$ cat config.mk
export PLATFORM = sky130hd
export DESIGN_NAME = l_class_oc_fifon
export DESIGN_NICKNAME = d
export VERILOG_FILES = /design/src/rtl/l_class_oc_fifon.sv
export SDC_FILE = /design/constraint.sdc
export NUM_CORES = 1
export LEC_CHECK = 0
export CAP_MARGIN = 5
export CELL_PAD_IN_SITES_DETAIL_PLACEMENT = 2
export CELL_PAD_IN_SITES_GLOBAL_PLACEMENT = 2
export CORE_ASPECT_RATIO = 0.7
export CORE_MARGIN = 2
export CORE_UTILIZATION = 28
export DETAILED_ROUTE_END_ITERATION = 10
export GPL_ROUTABILITY_DRIVEN = 0
export PLACE_DENSITY_LB_ADDON = 0.1
export SLEW_MARGIN = 5
export SYNTH_ARGS = -nofsm -noshare
export SYNTH_HDL_FRONTEND = slang
export SYNTH_SLANG_ARGS = --single-unit
$ cat constraint.sdc
create_clock -name CLK -period 6.3 [get_ports CLK]
set_input_delay 1.26 -clock CLK [delete_from_list [all_inputs] [get_ports CLK]]
set_output_delay 1.26 -clock CLK [all_outputs]
set_load 0.01 [all_outputs]
$ cat src/rtl/l_class_oc_fifon.sv
// ---------------------------------------------------------------------------
// l_class_oc_fifon
//   Circular-buffer FIFO with enq/deq/first/clear method ports in the
//   RDY/ENA handshake style. Every RDY is decoded from registered state only,
//   so no ENA input has a combinational path to any RDY.
//
// Parameters
//   WIDTH      data width in bits (>= 1)
//   DEPTH      number of entries (power of 2, >= 2)
//
// Ports
//   CLK        single clock; all state changes on its rising edge
//   nRST       synchronous active-low reset (pointers, count, error)
//   enq__RDY   high when not full
//   enq__ENA   enqueue enq_v this cycle
//   enq_v      data to enqueue
//   deq__RDY   high when not empty
//   deq__ENA   discard the head entry this cycle
//   first__RDY high when first holds a valid entry
//   first      head entry (combinational read of storage)
//   clear__RDY always high
//   clear__ENA empty the FIFO and drop the error flag on the next edge
//   count      occupied entries, 0..DEPTH
//   error      sticky flag: an ENA was raised while its RDY was low
// ---------------------------------------------------------------------------
module l_class_oc_fifon #(
    parameter int WIDTH = 32,
    parameter int DEPTH = 4,
    localparam int AW   = $clog2(DEPTH),
    localparam int CW   = $clog2(DEPTH) + 1
) (
    input  logic             CLK,
    input  logic             nRST,
    output logic             enq__RDY,
    input  logic             enq__ENA,
    input  logic [WIDTH-1:0] enq_v,
    output logic             deq__RDY,
    input  logic             deq__ENA,
    output logic             first__RDY,
    output logic [WIDTH-1:0] first,
    output logic             clear__RDY,
    input  logic             clear__ENA,
    output logic [CW-1:0]    count,
    output logic             error
);

    logic [WIDTH-1:0] r_mem [DEPTH];
    logic [AW-1:0]    r_wptr;
    logic [AW-1:0]    r_rptr;
    logic [CW-1:0]    r_count;
    logic             r_error;

    logic w_enq_rdy;
    logic w_deq_rdy;
    logic w_enq_fire;
    logic w_deq_fire;
    logic w_violation;
    logic w_mem_wr;

    assign w_enq_rdy   = (r_count != CW'(DEPTH));
    assign w_deq_rdy   = (r_count != '0);
    assign w_enq_fire  = enq__ENA & w_enq_rdy;
    assign w_deq_fire  = deq__ENA & w_deq_rdy;
    assign w_violation = (enq__ENA & ~w_enq_rdy) | (deq__ENA & ~w_deq_rdy);

    // A write that coincides with reset or clear is dropped along with the
    // pointer update, so storage only ever changes for an enq that counts.
    assign w_mem_wr    = w_enq_fire & nRST & ~clear__ENA;

    always_ff @(posedge CLK) begin
        if (w_mem_wr) begin
            r_mem[r_wptr] <= enq_v;
        end
    end

    always_ff @(posedge CLK) begin
        if (!nRST) begin
            r_wptr  <= '0;
            r_rptr  <= '0;
            r_count <= '0;
            r_error <= 1'b0;
        end else if (clear__ENA) begin
            r_wptr  <= '0;
            r_rptr  <= '0;
            r_count <= '0;
            r_error <= 1'b0;
        end else begin
            // Pointers are exactly log2(DEPTH) bits, so increment wraps
            // DEPTH-1 -> 0 on its own.
            if (w_enq_fire) begin
                r_wptr <= r_wptr + AW'(1);
            end
            if (w_deq_fire) begin
                r_rptr <= r_rptr + AW'(1);
            end
            case ({w_enq_fire, w_deq_fire})
                2'b10:   r_count <= r_count + CW'(1);
                2'b01:   r_count <= r_count - CW'(1);
                default: r_count <= r_count;
            endcase
            if (w_violation) begin
                r_error <= 1'b1;
            end
        end
    end

    assign enq__RDY   = w_enq_rdy;
    assign deq__RDY   = w_deq_rdy;
    assign first__RDY = w_deq_rdy;
    assign first      = r_mem[r_rptr];
    assign clear__RDY = 1'b1;
    assign count      = r_count;
    assign error      = r_error;

endmodule

## Word-level counts from Yosys, hierarchy flattened

Memory sizes are Yosys's and may differ from the RTL's. A register that Yosys moved wholly into a read port is not among the register bits.
Cells that the tools add are included.

| storage, ports and cells | value |
|---|---|
| flip-flop bits (word level) | 8 |
| RAM bits | 128 |
| input bits | 37 |
| output and inout bits | 40 |
| logic and storage cells | 31 |
| memories kept | 1 |

| cells by class | value |
|---|---|
| add/sub/neg operators | 4 |
| equal/unequal tests | 3 |
| mux-type cells | 5 |
| bitwise logic cells | 11 |
| reduce and logical (&&, ||, !) cells | 3 |

Memory list:

| name | words | width | rd ports | clocked after Yosys merged registers in | wr ports | RTL line | RTL |
|---|---|---|---|---|---|---|---|
| r_mem | 4 | 32 | 1 | 1 | 1 | 47 | `logic [WIDTH-1:0] r_mem [DEPTH];` |

Operator list:

| cell | number |
|---|---|
| $and 1x1->1 | 6 |
| $pmux 3 s2 | 1 |
| $add 2x1->2 const B | 2 |
| $mux 2 | 2 |
| $not 1->1 | 4 |
| $add 3x1->3 const B | 1 |
| $ne 3x3->1 const B | 1 |
| $reduce_bool 3->1 | 1 |
| $sub 3x1->3 const B | 1 |
| $eq 2x1->1 const B | 1 |
| $eq 2x2->1 const B | 1 |
| $mux 1 | 2 |
| $reduce_bool 2->1 | 1 |
| $reduce_or 2->1 | 1 |
| $or 1x1->1 | 1 |

## Depth between registers and ports, before layout

Gate-level depths: netlist of run 1.

| logic depth | value |
|---|---|
| word-level depth | 6 |
| mapped depth | 9 |
| mapped depth without buffers | 9 |

## Least setup slack after synthesis of run 1

No wires, ideal clock.

| timing | value |
|---|---|
| path kind | in2reg |
| start point | input port enq__ENA |
| end point | register r_count[2] (netlist: count[2]) |
| library setup time | 0.071 ns |
| data arrival time | 2.693 ns |
| required time | 6.229 ns |
| path slack | 3.537 ns |
| cell stages on the path | 8 |
| buffers on the path | 0 |
| cell sequence | and2_4 inv_1 ha_1 inv_1 fa_1 xor2_1 or3_2 a21oi_1 |

| between the ends | value |
|---|---|
| word-level cells in the longest chain between the ends | 3 |
| elaborated cells on any way between the ends | 5 |
| those cells by class | 2 x eq/ne; 1 x mux; 1 x bitwise; 1 x reduce/logical |

Ends and longest elaborated chain:

| what | RTL line | RTL |
|---|---|---|
| start: declaration | 35 | `input logic enq__ENA,` |
| $and 1x1->1 (*) | 62 | `assign w_enq_fire = enq__ENA & w_enq_rdy;` |
| $eq 2x1->1 or $eq 2x2->1 (tied branches) | 96 | `case ({w_enq_fire, w_deq_fire})` |
| $pmux 3 s2 or $reduce_bool 2->1 (tied branches) | -- |  |
| end signal: assignment | 97 | `2'b10: r_count <= r_count + CW'(1);` |
| end signal: assignment | 98 | `2'b01: r_count <= r_count - CW'(1);` |
| end signal: assignment | 99 | `default: r_count <= r_count;` |
| end: declaration | 50 | `logic [CW-1:0] r_count;` |

Mark *: on every way between the ends. The rest lies on a longest branch, timed or not.
A chain may end at the register's enable or synchronous reset.

==> results by group, run 1 <==
Run status
  • Status: completed

STA
  • Setup Skew: 0.00721 ns
  • Max-slew violations: 0
  • Slew margin rel.: 0.372
  • Least-Margin Pin Slew: 0.941 ns
  • Clock period minus worst slack: 4.01 ns
  • Fin. Hold Viols: 0
  • Final hold slack: 0.486 ns
  • RSZ-0062 raised after global routing: no
  • F_max: 249 MHz
  • Final setup viols: 0
  • Part of the cycle the worst path needs: 0.637
  • Setup TNS Final: 0 ns

Route
  • Pre-antenna DRT Iters: 4
  • Total Wirelength: 11.0 mm
  • ANT nets after route: 0
  • Initial drt markers: 147
  • Vias/cell: 4.34
  • Residual DRC: 0
  • Via Count: 2,433
  • Wire per inst: 19.7 um

GRT
  • Total Routing Usage GR: 0.123
  • Antenna violations before repair: 0
  • Total gr overflow: 0
  • First-pass GRT wire length: 17.3 mm
  • Vias in the first global route: 2,829
  • Largest net degree at the start of global routing: 33

Power and ir drop
  • Internal Power: 1650 uW
  • VDD IR max: 178 uV
  • Pwr/cell area: 312 mW/mm^2
  • Clock Power Share: 0.470
  • Leakage Power: 0.00211 uW
  • Switch Pwr: 447 uW
  • Switching Share: 0.213
  • Gate power share: 0.045
  • Reg power frac: 0.484

Synth
  • Async set or reset register ratio after synthesis: 0
  • Syn avg cell area: 22.9 um^2
  • Post-synth top area share: 0.747
  • Post-synth top cells: edfxtp_1 (128), mux4_2 (32), dfxtp_1 (10)
  • Yosys cell types: 29
  • Post-synth EDFFs: 128
  • Dominant cell type by area after synthesis: edfxtp_1
  • Cell with the most instances after synthesis: edfxtp_1
  • Gate Count Post-Synth: 225
  • Post-Syn Area: 0.00514 mm^2
  • Synth Net Count: 268
  • Primary FF master, synth: edfxtp_1
  • #FFs+latches synth: 138
  • Synth top area cells: edfxtp_1 (75%), mux4_2 (14%), dfxtp_1 (3.9%), ha_1 (1.2%), and3_2 (0.58%)
  • Synth Warn #: 0
  • Sequential-to-total area share from yosys stat: 0.786

Layout
  • Total Nets Final: 354
  • Layout cells sized above 1: 0.235
  • Area Growth Syn to Fin: 31.1%
  • Ant. Diodes: 0
  • Finished Core Util: 0.375

Setup path
  • Worst-path fanout max: 17
  • Setup CP Type: reg -> out
  • Critical path required time: 5.04 ns
  • Worst Setup Start Kind: register
  • CP arrival: 2.75 ns
  • Crit. End Element: output port

Clock network
  • CTS Buf Count: 17
  • Hold_buf cts: 0
  • Clock latency on the worst-skew pair: 0.42 ns
  • Clock-pin slew on the worst setup and hold paths: 0.06 ns
  • CTS Buffer Depth: 2
  • H-Tree Depth: 4
  • Clock sinks: 138
  • # resized after CTS: 0
  • Postcts setup bufs: 0
  • CTS tree: yes
  • CTS root buf: clkbuf_16

Floorplanning
  • Starting Density: 0.286
  • Core box area: 0.0180 mm^2
  • Die area: 0.0195 mm^2
  • Boundary Pins: 77
  • Cell Rows: 41
  • Die X: 166 um
  • Die Span Y: 117 um

Place
  • IO Port Bufs: 75
  • Final HPWL DP: 6.68 mm

Job
  • Max-capacitance violation count: 0

Min path
  • Hold Crit Class: reg -> reg
worst max-delay path: stages, from the launching register on:
cell and delay, ns:
dfxtp_2 0.76, buf_4 0.45, mux4_2 0.60, clkdlybuf4s50_1 0.51
layer usage:
layer	up-vias	share of wire	global-route usage
met5	-	0	0
met4	0	0.014	0.0473
met3	13	0.052	0.0476
met2	59	0.44	0.177
met1	1261	0.49	0.168
li1	1100	-	-
registers in the layout, summed over array words and instances, names as in the netlist, named ones only:
signal and flops:
r_rptr 2, r_mem 128, count 3, r_wptr 2
error 1
worst paths after layout:
| path | from | end | slack [ns] | depth (start not counted) |
|---|---|---|---|---|
| setup / recovery | register | first[12] | 2.29 | 3 |
| hold / removal | error | error | 0.49 | 1 |
| setup reg to reg | count[2] | count[2] | 3.73 | 9 |
| hold reg to reg | error | error | 0.49 | 1 |
kinds of logic after synthesis:
logic type / synth area share
AOI/OAI and AO/OA: 0.0114
DFF: 0.786
and+or+nand+nor: 0.0236
muxes: 0.142
buffers and inverters: 0.0134
adders and majority gates: 0.0161
other: 0.000729
xor gates and xnor gates: 0.00681
stage by stage:
stage	area, um^2	total power, uW	std cells	setup WS [ns]
CTS	6740	2130	560	2.16
detailed placement	6150	1140	528	2.62
global placement	6150	1130	528	2.63
global route	6740	2180	560	2.08
floorplan	5140	1070	225	3.54
finish	6740	2100	560	2.29
power groups by stage:
stage | clock [uW] | sequential, uW | combinational [uW]
global route | 1050 | 1020 | 104
global placement | 0 | 1040 | 96.1
finish | 988 | 1020 | 95.3
floorplan | 0 | 1030 | 36.9
CTS | 1020 | 1020 | 98.2
detailed placement | 0 | 1040 | 98.0
cells in the final DEF, fill, tap and decap left out, types with 2 or more instances in the layout:
| cell | netlist | layout |
|---|---|---|
| o21ai_0 | 2 | 2 |
| edfxtp_1 | 128 | 128 |
| and3_2 | 4 | 4 |
| xor2_1 | 3 | 3 |
| mux4_2 | 32 | 32 |
| ha_1 | 5 | 5 |
| clkdlybuf4s50_1 | 0 | 75 |
| nand4_1 | 2 | 2 |
| a21oi_1 | 2 | 2 |
| dfxtp_1 | 10 | 8 |
| inv_1 | 6 | 6 |
| nor2_1 | 6 | 6 |
| clkinvlp_4 | 0 | 4 |
| clkbuf_16 | 0 | 17 |
| or3_2 | 2 | 2 |
| clkinv_4 | 0 | 3 |
| inv_6 | 0 | 5 |
| dfxtp_2 | 0 | 2 |
| bufinv_16 | 0 | 2 |
cell type report:
class,count,area [um^2]
Clock buffer,17,425
Clock inverter,15,164
Multi-Input combinational cell,72,1030
Inverter,6,22.5
Fill cell,1705,11300
Timing Repair Buffer,76,758
Tap cell,236,295
Sequential cell,138,4050
Power figures use the tool's default switching activity.
==> run 2: changes to the inputs <==
Clock period 6.3 ns to 3.7 ns, I/O delays scaled along.
==> results by group, run 2 (same netlist as run 1, synthesis figures left out) <==
Clock network
  • # resized after CTS: 0
  • CTS root buf: clkbuf_16
  • CTS Buf Count: 17
  • H-Tree Depth: 4
  • Postcts setup bufs: 0
  • CTS Buffer Depth: 2
  • Hold_buf cts: 0
  • Clock sinks: 138
  • Clock latency on the worst-skew pair: 0.41 ns
  • Clock-pin slew on the worst setup and hold paths: 0.06 ns
  • CTS tree: yes

GRT
  • First-pass GRT wire length: 17.8 mm
  • Vias in the first global route: 2,955
  • Largest net degree at the start of global routing: 33
  • Total Routing Usage GR: 0.123
  • Antenna violations before repair: 0
  • Total gr overflow: 0

Route
  • Via Count: 2,503
  • Initial drt markers: 127
  • Pre-antenna DRT Iters: 4
  • Wire per inst: 19.7 um
  • Total Wirelength: 11.2 mm
  • Residual DRC: 0
  • ANT nets after route: 0
  • Vias/cell: 4.41

Job
  • Max-capacitance violation count: 0

Setup path
  • Setup CP Type: reg -> out
  • CP arrival: 2.30 ns
  • R2R Path Start: count[2]
  • Critical path required time: 2.96 ns
  • Worst Setup Start Kind: register
  • Crit. End Element: output port
  • Worst-path fanout max: 9

Floorplanning
  • Die area: 0.0195 mm^2
  • Die Span Y: 117 um
  • Die X: 166 um
  • Boundary Pins: 77
  • Starting Density: 0.286
  • Core box area: 0.0180 mm^2
  • Cell Rows: 41

STA
  • Setup Skew: 0.0108 ns
  • Final worst setup slack: 0.657 ns
  • Least-Margin Pin Slew: 0.544 ns
  • Slew margin rel.: 0.637
  • Max-slew violations: 0
  • Final hold slack: 0.497 ns
  • RSZ-0062 raised after global routing: no
  • Fin. Hold Viols: 0
  • F_max: 329 MHz
  • Clock period minus worst slack: 3.04 ns
  • Part of the cycle the worst path needs: 0.822
  • Setup TNS Final: 0 ns
  • Final setup viols: 0

Power and ir drop
  • Pwr/cell area: 545 mW/mm^2
  • VDD IR max: 229 uV
  • Leakage Power: 0.00219 uW

Place
  • Worst slack, placed: 0.771 ns
  • DP Cell Count: 536
  • IO Port Bufs: 75
  • Final HPWL DP: 7.16 mm

Run status
  • Status: completed

Layout
  • Layout cells sized above 1: 0.250
  • Register area: 0.00405 mm^2
  • Fillers: 1,698
  • Final cell count without fillers: 568
  • Total Nets Final: 362
  • Area Growth Syn to Fin: 34.1%
  • Ant. Diodes: 0
  • Biggest register: r_mem
  • Commonest non-fill, non-tap cell in the layout: edfxtp_1
  • Number of flip-flops in the largest register: 128
  • Most frequent cells in the layout: edfxtp_1 (128), clkdlybuf4s50_1 (75), mux4_2 (32), clkbuf_16 (17), dfxtp_1 (8)
  • Multi-input gate area: 0.00103 mm^2

Min path
  • HP Start: error
  • Hold Crit Class: reg -> reg
run 2: worst max-delay path: stages (launching register included):
cell             delay (ns)
dfxtp_2                0.51
buf_4                  0.30
mux4_2                 0.57
clkdlybuf4s50_1        0.51
run 2: final timing paths:
| check | endpoint | slack, ns | cells after the start |
|---|---|---|---|
| max reg2reg | count[2] | 1.14 | 9 |
| min reg2reg | error | 0.50 | 1 |
| max | first[12] | 0.66 | 3 |
| min | error | 0.50 | 1 |
run 2: routing by layer:
metal	global-route usage	vias up	routed length, um
li1	-	1118	-
met2	0.187	62	5240
met4	0.0408	0	108
met3	0.0435	9	491
met1	0.166	1314	5350
met5	0	-	0
run 2: through the flow:
| step | util | power (uW) | instance area [um^2] |
|---|---|---|---|
| finish | 0.383 | 3760 | 6900 |
| global route | 0.383 | 3900 | 6900 |
| CTS | 0.383 | 3810 | 6900 |
| detailed placement | 0.347 | 1940 | 6250 |
| global placement | 0.347 | 1930 | 6250 |
| floorplan | - | 1830 | 5140 |
run 2: report_power, final:
group | leakage [uW] | switching (uW) | internal, uW | total, uW
logic | 0.000645 | 72.5 | 94.7 | 167
registers | 0.00124 | 9.49 | 1720 | 1730
clock network | 0.000309 | 661 | 1200 | 1860
run 2: layout make-up:
type,instances,share of cell area
inverter,6,0.00326
timing repair buffer,84,0.124
tap,236,0.0428
sequential,138,0.587
multi-input combinational,72,0.150
clock inverter,14,0.0316
clock buffer,18,0.0622
